**src/rtl/fifo_pkt_pkg.sv**
```systemverilog
// Shared types and helpers for the FIFO drain packetizer.
package fifo_pkt_pkg;

    typedef enum logic [1:0] {
        IDLE,
        PAYLOAD,
        CHECKSUM
    } pkt_state_t;

    localparam logic [7:0] SYNC_BYTE = 8'hA5;

    // Header beat payload: sync byte, sequence number, payload length.
    function automatic logic [31:0] make_header(input logic [7:0] seq, input logic [15:0] len);
        return {SYNC_BYTE, seq, len};
    endfunction

endpackage

```
**src/rtl/fifo_drain_packetizer.sv**
```systemverilog
// Pops words from the async FIFO read side and frames them as
// header / PKT_LEN payload words / checksum on a registered valid/ready stream.
module fifo_drain_packetizer
    import fifo_pkt_pkg::*;
#(
    parameter int DATA_WIDTH = 32,
    parameter int PKT_LEN    = 4
) (
    input  logic                  clk,
    input  logic                  reset,
    input  logic [DATA_WIDTH-1:0] fifo_data,
    input  logic                  fifo_empty,
    input  logic                  fifo_almost_empty,
    output logic                  fifo_rd_en,
    output logic [DATA_WIDTH-1:0] pkt_data,
    output logic                  pkt_valid,
    input  logic                  pkt_ready,
    output logic                  pkt_sop,
    output logic                  pkt_eop,
    output logic [15:0]           pkt_count
);

    localparam logic [15:0] LEN_FIELD = 16'(PKT_LEN);
    localparam logic [15:0] LAST_BEAT = 16'(PKT_LEN - 1);

    pkt_state_t            state;
    pkt_state_t            state_nxt;
    logic [7:0]            seq;
    logic [DATA_WIDTH-1:0] sum;
    logic [15:0]           beat_cnt;

    logic                  avail;
    logic                  slot_free;
    logic                  load;
    logic [DATA_WIDTH-1:0] load_data;
    logic                  load_sop;
    logic                  load_eop;

    // fifo_empty lags the last pop by a cycle, so the current-cycle flag gates too.
    assign avail     = !fifo_empty && !fifo_almost_empty;
    assign slot_free = !pkt_valid || pkt_ready;

    // State register.
    always_ff @(posedge clk or posedge reset) begin
        if (reset) begin
            state <= IDLE;
        end else begin
            state <= state_nxt;
        end
    end

    // Next-state, pop request and output-register load selection.
    always_comb begin
        state_nxt  = state;
        load       = 1'b0;
        load_data  = '0;
        load_sop   = 1'b0;
        load_eop   = 1'b0;
        fifo_rd_en = 1'b0;
        unique case (state)
            IDLE: begin
                // Header only goes out once a payload word is already waiting.
                if (avail && slot_free) begin
                    load      = 1'b1;
                    load_data = DATA_WIDTH'(make_header(seq, LEN_FIELD));
                    load_sop  = 1'b1;
                    state_nxt = PAYLOAD;
                end
            end
            PAYLOAD: begin
                if (avail && slot_free) begin
                    fifo_rd_en = 1'b1;
                    load       = 1'b1;
                    load_data  = fifo_data;
                    if (beat_cnt == LAST_BEAT) begin
                        state_nxt = CHECKSUM;
                    end
                end
            end
            CHECKSUM: begin
                if (slot_free) begin
                    load      = 1'b1;
                    load_data = sum;
                    load_eop  = 1'b1;
                    state_nxt = IDLE;
                end
            end
            default: state_nxt = IDLE;
        endcase
    end

    // Payload accumulation, beat counting and sequence numbering.
    always_ff @(posedge clk or posedge reset) begin
        if (reset) begin
            sum      <= '0;
            beat_cnt <= '0;
            seq      <= '0;
        end else if (load && state == PAYLOAD) begin
            sum      <= sum + fifo_data;
            beat_cnt <= beat_cnt + 16'd1;
        end else if (load && state == CHECKSUM) begin
            sum      <= '0;
            beat_cnt <= '0;
            seq      <= seq + 8'd1;
        end
    end

    // Output beat register: reload when the slot is free, else hold or drain.
    always_ff @(posedge clk or posedge reset) begin
        if (reset) begin
            pkt_valid <= 1'b0;
            pkt_data  <= '0;
            pkt_sop   <= 1'b0;
            pkt_eop   <= 1'b0;
        end else if (load) begin
            pkt_valid <= 1'b1;
            pkt_data  <= load_data;
            pkt_sop   <= load_sop;
            pkt_eop   <= load_eop;
        end else if (pkt_ready) begin
            pkt_valid <= 1'b0;
        end
    end

    // Completed-packet counter, stepped when a checksum beat is accepted.
    always_ff @(posedge clk or posedge reset) begin
        if (reset) begin
            pkt_count <= '0;
        end else if (pkt_valid && pkt_ready && pkt_eop) begin
            pkt_count <= pkt_count + 16'd1;
        end
    end

endmodule

```
**config.mk**
```make
export PLATFORM = sky130hd
export DESIGN_NAME = fifo_drain_packetizer
export DESIGN_NICKNAME = d
export VERILOG_FILES = /design/src/rtl/fifo_pkt_pkg.sv /design/src/rtl/fifo_drain_packetizer.sv
export SDC_FILE = /design/constraint.sdc
export NUM_CORES = 1
export LEC_CHECK = 0
export ABC_CLOCK_PERIOD_IN_PS = 3600
export CORE_MARGIN = 2
export CORE_UTILIZATION = 48
export DETAILED_ROUTE_END_ITERATION = 6
export HOLD_SLACK_MARGIN = 0.05
export MAX_ROUTING_LAYER = met4
export PLACE_DENSITY = 0.79
export SKIP_LAST_GASP = 1
export SLEW_MARGIN = 20
export SYNTH_ARGS = -nofsm -noshare
export SYNTH_HDL_FRONTEND = slang
export SYNTH_SLANG_ARGS = --single-unit
```
**constraint.sdc**
```tcl
create_clock -name clk -period 3.6 [get_ports clk]
set_input_delay 0.72 -clock clk [delete_from_list [all_inputs] [get_ports clk]]
set_output_delay 0.72 -clock clk [all_outputs]
set_load 0.02 [all_outputs]
```
== Yosys cells after proc, flatten, opt, wreduce, memory -nomap -nowiden ==
Cells that the tools add are included.

* $add $sub $neg: 4
* Multipliers: 0
* Divide/modulo/power cells: 0
* Order comparisons: 0
* Eq/ne operators: 7
* Shift operators: 0
* Muxes and demuxes: 21
* Bitwise gates (word level): 1
* Reduce and logical (&&, ||, !) cells: 16

{| class="wikitable"
|+ Operator list
! operator !! count
|-
| 32-bit 2-to-1 mux || 5
|-
| 32-bit case mux with 3 select lines || 1
|-
| 16-bit by 1-bit adder with 16-bit output, second input constant || 2
|-
| 32-bit adder || 1
|-
| 16-bit 2-to-1 mux || 2
|-
| 16-bit by 2-bit equality test with 1-bit output, second input constant || 1
|-
| 8-bit by 1-bit adder with 8-bit output, second input constant || 1
|-
| 2-bit 2-to-1 mux || 4
|-
| 2-bit inequality test, second input constant || 4
|-
| 1-bit 2-to-1 mux || 7
|-
| 1-bit logical AND || 6
|-
| 2-bit case mux with 3 select lines || 1
|-
| 4-bit AND reduction || 1
|-
| 2-bit nonzero test || 2
|-
| 1-bit logical NOT || 3
|-
| 2-bit by 1-bit equality test with 1-bit output, second input constant || 1
|-
| 2-bit equality test, second input constant || 1
|-
| 2-bit logical NOT || 1
|-
| 1-bit case mux with 2 select lines || 1
|-
| 2-bit AND reduction || 1
|-
| 2-bit OR reduction || 1
|-
| 1-bit logical OR || 1
|-
| 1-bit inverter || 1
|}

* Register bits after elaboration: 109
* Bits in latches: 0
* Bits in writable memories: 0
* Memory bits (read-only): 0
* Bits of input ports: 37
* Output and inout bits: 52
* Memories: 0

== Depth between registers and ports, before layout ==
Gate-level depths: netlist (run 1).

* Depth in word-level cells: 8
* Mapped depth: 11

== Least setup slack after synthesis (run 1) ==
Ideal clock, no wire load.

* Path kind: input to register
* From: input port fifo_data[18]
* To: register sum[31]
* Setup time: 119 ps
* Data arrival time: 2,615 ps
* Required time: 3,481 ps
* Slack: 866 ps
* Stages: 9
* Cells stage by stage: ha_1 -> and4_4 -> and3_1 -> a22oi_1 -> nand3_2 -> a31oi_2 -> mux2_4 -> a31oi_1 -> o21ba_1

* Word-level cells in the longest chain between the ends: 2

{| class="wikitable"
|+ Ends and longest elaborated chain
! element !! RTL line !! text
|-
| start, declared || fifo_drain_packetizer.sv:11 || <nowiki>input logic [DATA_WIDTH-1:0] fifo_data,</nowiki>
|-
| 32-bit adder || fifo_drain_packetizer.sv:99 || <nowiki>sum <= sum + fifo_data;</nowiki>
|-
| 32-bit 2-to-1 mux || fifo_drain_packetizer.sv:98 || <nowiki>end else if (load && state == PAYLOAD) begin</nowiki>
|-
| end signal, assigned || fifo_drain_packetizer.sv:99 ||
|-
| end, declared || fifo_drain_packetizer.sv:29 || <nowiki>logic [DATA_WIDTH-1:0] sum;</nowiki>
|}

No other way between the ends.
A chain may end at the register's enable or synchronous reset.

== Final worst setup path (run 1) ==
* From: input port fifo_almost_empty
* To: output port fifo_rd_en

* Word-level cells in the longest chain between the ends: 5

{| class="wikitable"
|+ Ends and longest elaborated chain
! element !! RTL line !! text
|-
| start, declared || fifo_drain_packetizer.sv:13 || <nowiki>input logic fifo_almost_empty,</nowiki>
|-
| 1-bit logical NOT || fifo_drain_packetizer.sv:40 || <nowiki>assign avail = !fifo_empty && !fifo_almost_empty;</nowiki>
|-
| 1-bit logical AND || fifo_drain_packetizer.sv:40 ||
|-
| 1-bit logical AND || fifo_drain_packetizer.sv:71 || <nowiki>if (avail && slot_free) begin</nowiki>
|-
| 1-bit 2-to-1 mux || fifo_drain_packetizer.sv:71 ||
|-
| 1-bit 2-to-1 mux || fifo_drain_packetizer.sv:60 || <nowiki>unique case (state)</nowiki>
|-
| end, declared || fifo_drain_packetizer.sv:14 || <nowiki>output logic fifo_rd_en,</nowiki>
|}

No other way between the ends.

==> results of run 1 <==
metal layers:
metal  vias up  share of wire  wire, um
met4         0          0.016       242
met3        26          0.053       797
met2       159           0.47      7010
li1       2545              -         -
met1      2562           0.46      6860
met5         -              0         0
worst max-delay path, cell delays in order:
cell and delay, ps:
clkdlybuf4s50_1 420, or3_4 410, nor2_4 100, nand2_2 70, clkinv_2 170, clkdlybuf4s50_1 630
kinds of logic (layout without fill, tap and decap cells):
kind of cell,Yosys count,in the layout,synth area share
adder cells (fa/ha/maj),35,35,0.0708
AO/OA/AOI/OAI,168,168,0.186
buffers and inverters,62,147,0.0396
AND/OR/NAND/NOR,219,219,0.184
XOR/XNOR,42,42,0.0585
flip-flops,109,109,0.434
multiplexers,17,17,0.0280
cell usage in the layout (no fill, tap or decap), drive strengths merged, types with 7 or more instances in the layout:
master / netlist / routed
dfrtp: 109 / 109
clkdlybuf4s50: 0 / 88
nand2: 62 / 62
nand3: 58 / 58
o21ai: 57 / 57
nor2: 37 / 37
ha: 34 / 34
inv: 32 / 34
a21oi: 27 / 27
xnor2: 27 / 27
a222oi: 19 / 19
xor2: 15 / 15
mux2i: 15 / 15
clkbuf: 24 / 11
and3: 10 / 10
a21o: 10 / 10
a221o: 10 / 10
buf: 5 / 10
nand4: 8 / 8
o31ai: 7 / 7
nor3: 7 / 7
and4: 7 / 7
area by class of cell:
| cell class | count | area share |
|---|---|---|
| multi-input cells | 481 | 0.434 |
| inverters | 33 | 0.0167 |
| clock buffers | 11 | 0.0330 |
| repair buffers | 98 | 0.126 |
| flip-flops and latches | 109 | 0.356 |
| well taps | 172 | 0.0281 |
| clock inverters | 5 | 0.00523 |
path summary, 6_finish.rpt:
kind,endpoint,startpoint,depth (start not counted),slack (ps)
max in group asynchronous,pkt_data[13],reset,3,2120
hold / removal,pkt_count[15],pkt_count[15],1,470
setup / recovery,fifo_rd_en,fifo_almost_empty,6,350
setup reg to reg,sum[30],sum[0],11,930
min in group asynchronous,pkt_count[13],reset,2,730
hold reg to reg,pkt_count[15],pkt_count[15],1,470
flip-flops by register name, summed over array words and instances (netlist names):
register and cells:
pkt_eop 1, pkt_sop 1, seq 8, pkt_count 16, beat_cnt 16, state 2
sum 32, pkt_data 32, pkt_valid 1
stage by stage:
stage / std cells / power, W / hold slack [ps] / setup WS (ps)
after detailed placement: 893 / 0.00489 / 458 / 124
final: 909 / 0.00589 / 471 / 353
after CTS: 909 / 0.00590 / 471 / 344
after global routing: 909 / 0.00629 / 496 / 235
after global placement: 893 / 0.00480 / 459 / 216
after floorplan: 652 / 0.00395 / 445 / 6.05
power by group through the flow:
| stage | sequential (W) | clock (W) | combinational (W) |
|---|---|---|---|
| after floorplan | 0.00216 | 0 | 0.00178 |
| after global placement | 0.00201 | 0 | 0.00280 |
| after detailed placement | 0.00202 | 0 | 0.00287 |
| after CTS | 0.00200 | 0.00100 | 0.00289 |
| after global routing | 0.00206 | 0.00104 | 0.00318 |
| final | 0.00201 | 0.000992 | 0.00289 |
==> results.yml, run 1 <==
floorplan:
  rows: 41
  start_util: 0.494
  die_w_um: 118
  die_area_um2: 14000
  io_pins: 89
  core_area_um2: 12700
  die_h_um: 118
setup_path:
  worst-endpoint-required_ps: 2880
  crit_type: "in2out"
  cp-start-kind: "input pin"
  worstPathArrival_ps: 2530
  cp_max_fo: 5
  cp-end-kind: "primary output"
drt:
  ant_nets: 0
  avgViaCountPerCell: 5.82
  drc: 2
  vias: 5292
  drt_wl_total_um: 14900
  dr.pass1.iters: 7
  routedWlPerCell_um: 16.4
  initialDrtViolationCount: 393
run_status:
  violations: "design-rule violations"
  status: "finished with violations"
grt:
  grt_busiest_layer: "met2"
  grtUsageMet2: 0.355
  grt_pass1_wl_um: 25500
  grt_use_total: 0.225
  gr-total-overflow: 0
  met1_usage: 0.296
  gr-usage-met3: 0.0405
  grt_max_degree: 66
  antenna_found_initial: 0
  grt_pass1_vias: 5287
clock_tree:
  numClockSinks: 109
  clk_latency_ps: 360
  clkSlewWorstSetupHoldPaths_ps: 70
  post_cts_resized: 0
  htreeDepth: 3
  clk_path_buf_depth: 2
  cts_setup_buffers: 0
  numCtsBuffers: 9
  cts-root-buf: "clkbuf_16"
  ctsHoldBuffers: 0
  cts_tree: "yes"
synth:
  netlist_top_cells_count: "109 x dfrtp_1, 61 x nand2_1, 57 x nand3_1"
  syn_inst: 652
  synth_area_leaders: "dfrtp_1 43%, ha_1 6.8%, nand3_1 4.5%"
  ys_types: 66
  ys_ff_latch: 109
  ys.flop_type: "dfrtp_1"
  yosys.area.top_type_share: 0.434
  synth.yosys.warnings: 0
  synth_fp_nets: 724
  yosys.area.top_type: "dfrtp_1"
  syn-cell-area_um2: 6290
  synth-seq-area-share: 0.434
  post-synth-top-count-cell: "dfrtp_1"
  syn_area_per_cell_um2: 9.65
  synth_edf_count: 0
  synth-async-reset-ratio: 1.00
cells_and_area:
  final_nets: 804
  post-route-cell-area_um2: 7660
  fill_cells: 1107
  multi_input_area_um2: 3320
  num_antenna_cells: 0
  postLayoutCoreUtil: 0.602
  drive_gt1_frac: 0.0746
  area_growth_pct: 21.7
  regArea_um2: 2730
power:
  p_sw_frac: 0.413
  p_leak_nw: 3.52
  max-vdd-ir-drop_mv: 0.522
  comb_power_share: 0.490
  p_switching_w: 0.00243
  p_per_area_nw_per_um2: 770
  power.internal_w: 0.00346
  clkPwrFrac: 0.168
  seqPwrFrac: 0.341
timing:
  hold_violations: 0
  rsz0062_at_grt: "false"
  drv_slew: 0
  finalClockSkew_ps: 10.7
  fin_setup_tns_ps: 0
  worst_pin_slew_ps: 752
  period_needed_ps: 3250
  finalSetupViolations: 0
  fmaxAchievable_mhz: 308
  relSlewSlack: 0.498
  fin_crit_sh: 0.902
place:
  gp_congestion: 0.887
  io_buffers: 88
  hpwlAfterDp_um: 10600
  dpl_cell_area_um2: 7360
hold_path:
  holdCritPathClass: "reg2reg"
job:
  drv_cap: 0
Note: power is estimated with default switching activity, not from simulation.
==> run 2, diff against run 1 <==
--- a/config.mk
+++ b/config.mk
@@ -6,7 +6,6 @@
 export NUM_CORES = 1
 export LEC_CHECK = 0
 export ABC_CLOCK_PERIOD_IN_PS = 3600
-export CORE_MARGIN = 2
 export CORE_UTILIZATION = 48
 export DETAILED_ROUTE_END_ITERATION = 6
 export HOLD_SLACK_MARGIN = 0.05
==> run 2 against run 1 <==
  * The flow still finishes with violations (design-rule violations)
  * First-iteration DRC count decreased by 9.9%
  * Sequential share of layout area unchanged
  * Fmax decreased by 0.32%
  * Critical endpoint unchanged
  * Largest cell class unchanged
==> results.yml, run 2 (synthesized netlist as in run 1, its figures left out) <==
setup_path:
  cp-start-kind: "input pin"
  cpMaxStageDelayCell: "clkdlybuf4s50_1"
  worstPathArrival_ps: 2540
  worst-endpoint-required_ps: 2880
  critPathTopFamily: "buffers and inverters"
  crit_type: "in2out"
  max_stage_delay_ps: 630
  cpMostUsedCell: "clkdlybuf4s50_1"
  worstPathCellList: "clkdlybuf4s50_1 > or3_4 > nor2_4 > nand2_2 > clkinv_2 > clkdlybuf4s50_1"
  worst-path-buf-inv: 3
  cp_max_fo: 6
  cp-end-kind: "primary output"
grt:
  met1_usage: 0.306
  grt_pass1_wl_um: 25000
  grt_max_degree: 66
  grt_busiest_layer: "met2"
  grt_use_total: 0.243
  gr-total-overflow: 0
  antenna_found_initial: 0
  grtUsageMet2: 0.392
  gr-usage-met3: 0.0571
  grt_pass1_vias: 5264
drt:
  ant_nets: 0
  routedWlPerCell_um: 16.1
  drc: 1
  vias: 5275
  avgViaCountPerCell: 5.81
  drt_wl_total_um: 14600
  dr.pass1.iters: 7
  initialDrtViolationCount: 354
cells_and_area:
  fill_cells: 1125
  final_nets: 803
  postLayoutCoreUtil: 0.602
  final_cell_mix: "109 x dfrtp_1, 88 x clkdlybuf4s50_1, 61 x nand2_1"
  post-route-cell-area_um2: 7660
  final_common_cell: "dfrtp_1"
  num_antenna_cells: 0
  area_growth_pct: 21.7
  drive_gt1_frac: 0.0720
  top_regs: "pkt_data: 32 flops, sum: 32 flops"
place:
  hpwlAfterDp_um: 10400
  io_buffers: 88
  gp_congestion: 0.892
  dpl_cell_area_um2: 7350
timing:
  finalSetupViolations: 0
  fin_setup_tns_ps: 0
  fin_crit_sh: 0.905
  whs_ps: 477
  worst_pin_slew_ps: 747
  period_needed_ps: 3260
  drv_slew: 0
  rsz0062_at_grt: "false"
  finalClockSkew_ps: 4.08
  hold_violations: 0
  relSlewSlack: 0.502
  fmaxAchievable_mhz: 307
floorplan:
  die_w_um: 116
  die_area_um2: 13600
  io_pins: 89
  die_h_um: 116
  rows: 41
  start_util: 0.494
  core_area_um2: 12700
run_status:
  violations: "design-rule violations"
  status: "finished with violations"
power:
  p_total_w: 0.00592
  max-vdd-ir-drop_mv: 0.523
  p_leak_nw: 3.52
  p_per_area_nw_per_um2: 773
clock_tree:
  post_cts_resized: 0
  cts_setup_buffers: 0
  clk_path_buf_depth: 2
  numClockSinks: 109
  clk_latency_ps: 360
  numCtsBuffers: 9
  cts-root-buf: "clkbuf_16"
  htreeDepth: 3
  clkSlewWorstSetupHoldPaths_ps: 70
  cts_tree: "yes"
  ctsHoldBuffers: 0
hold_path:
  holdCritPathClass: "reg2reg"
job:
  drv_cap: 0
-- run 2: worst paths after layout --
| kind | from | to | slack (ps) | depth (start not counted) |
|---|---|---|---|---|
| setup / recovery | fifo_almost_empty | fifo_rd_en | 340 | 6 |
| hold / removal | pkt_count[15] | pkt_count[15] | 480 | 1 |
| setup reg to reg | sum[0] | sum[30] | 930 | 11 |
| hold reg to reg | pkt_count[15] | pkt_count[15] | 480 | 1 |
| max in group asynchronous | reset | sum[12] | 2040 | 3 |
| min in group asynchronous | reset | pkt_count[15] | 800 | 2 |
-- run 2: layout make-up --
type                    count  area, um2  area share
multi-input cells         481       3320       0.434
flip-flops and latches    109       2730       0.356
repair buffers             97        961       0.126
clock buffers              10        229      0.0299
well taps                 172        215      0.0281
inverters                  33        128      0.0167
clock inverters             6       71.3     0.00932
-- run 2: where the power goes --
part / total, W / internal, W / switching, W / leakage, nW
clock: 0.00102 / 0.000548 / 0.000472 / 0.145
combinational: 0.00289 / 0.00131 / 0.00158 / 1.96
sequential: 0.00201 / 0.00164 / 0.000377 / 1.42
total: 0.00592 / 0.00349 / 0.00243 / 3.52
-- run 2: per-stage QoR --
step	cells	setup slack, ps
floorplan	652	6.05
global placement	892	222
detailed placement	892	110
CTS	908	324
global route	908	268
finish	908	343
-- run 2: worst register-to-register path: cells and delay by family (launching register included) --
kind | cells | cell delay (ps)
flip-flops | 1 | 380
AND/OR/NAND/NOR | 3 | 540
AO/OA/AOI/OAI | 4 | 830
adder cells (fa/ha/maj) | 2 | 590
multiplexers | 1 | 170
buffers and inverters | 1 | 50
-- run 2: layer usage --
layer,wire (um),up-vias
li1,-,2556
met4,207,0
met1,6840,2560
met5,0,-
met2,6850,140
met3,737,19
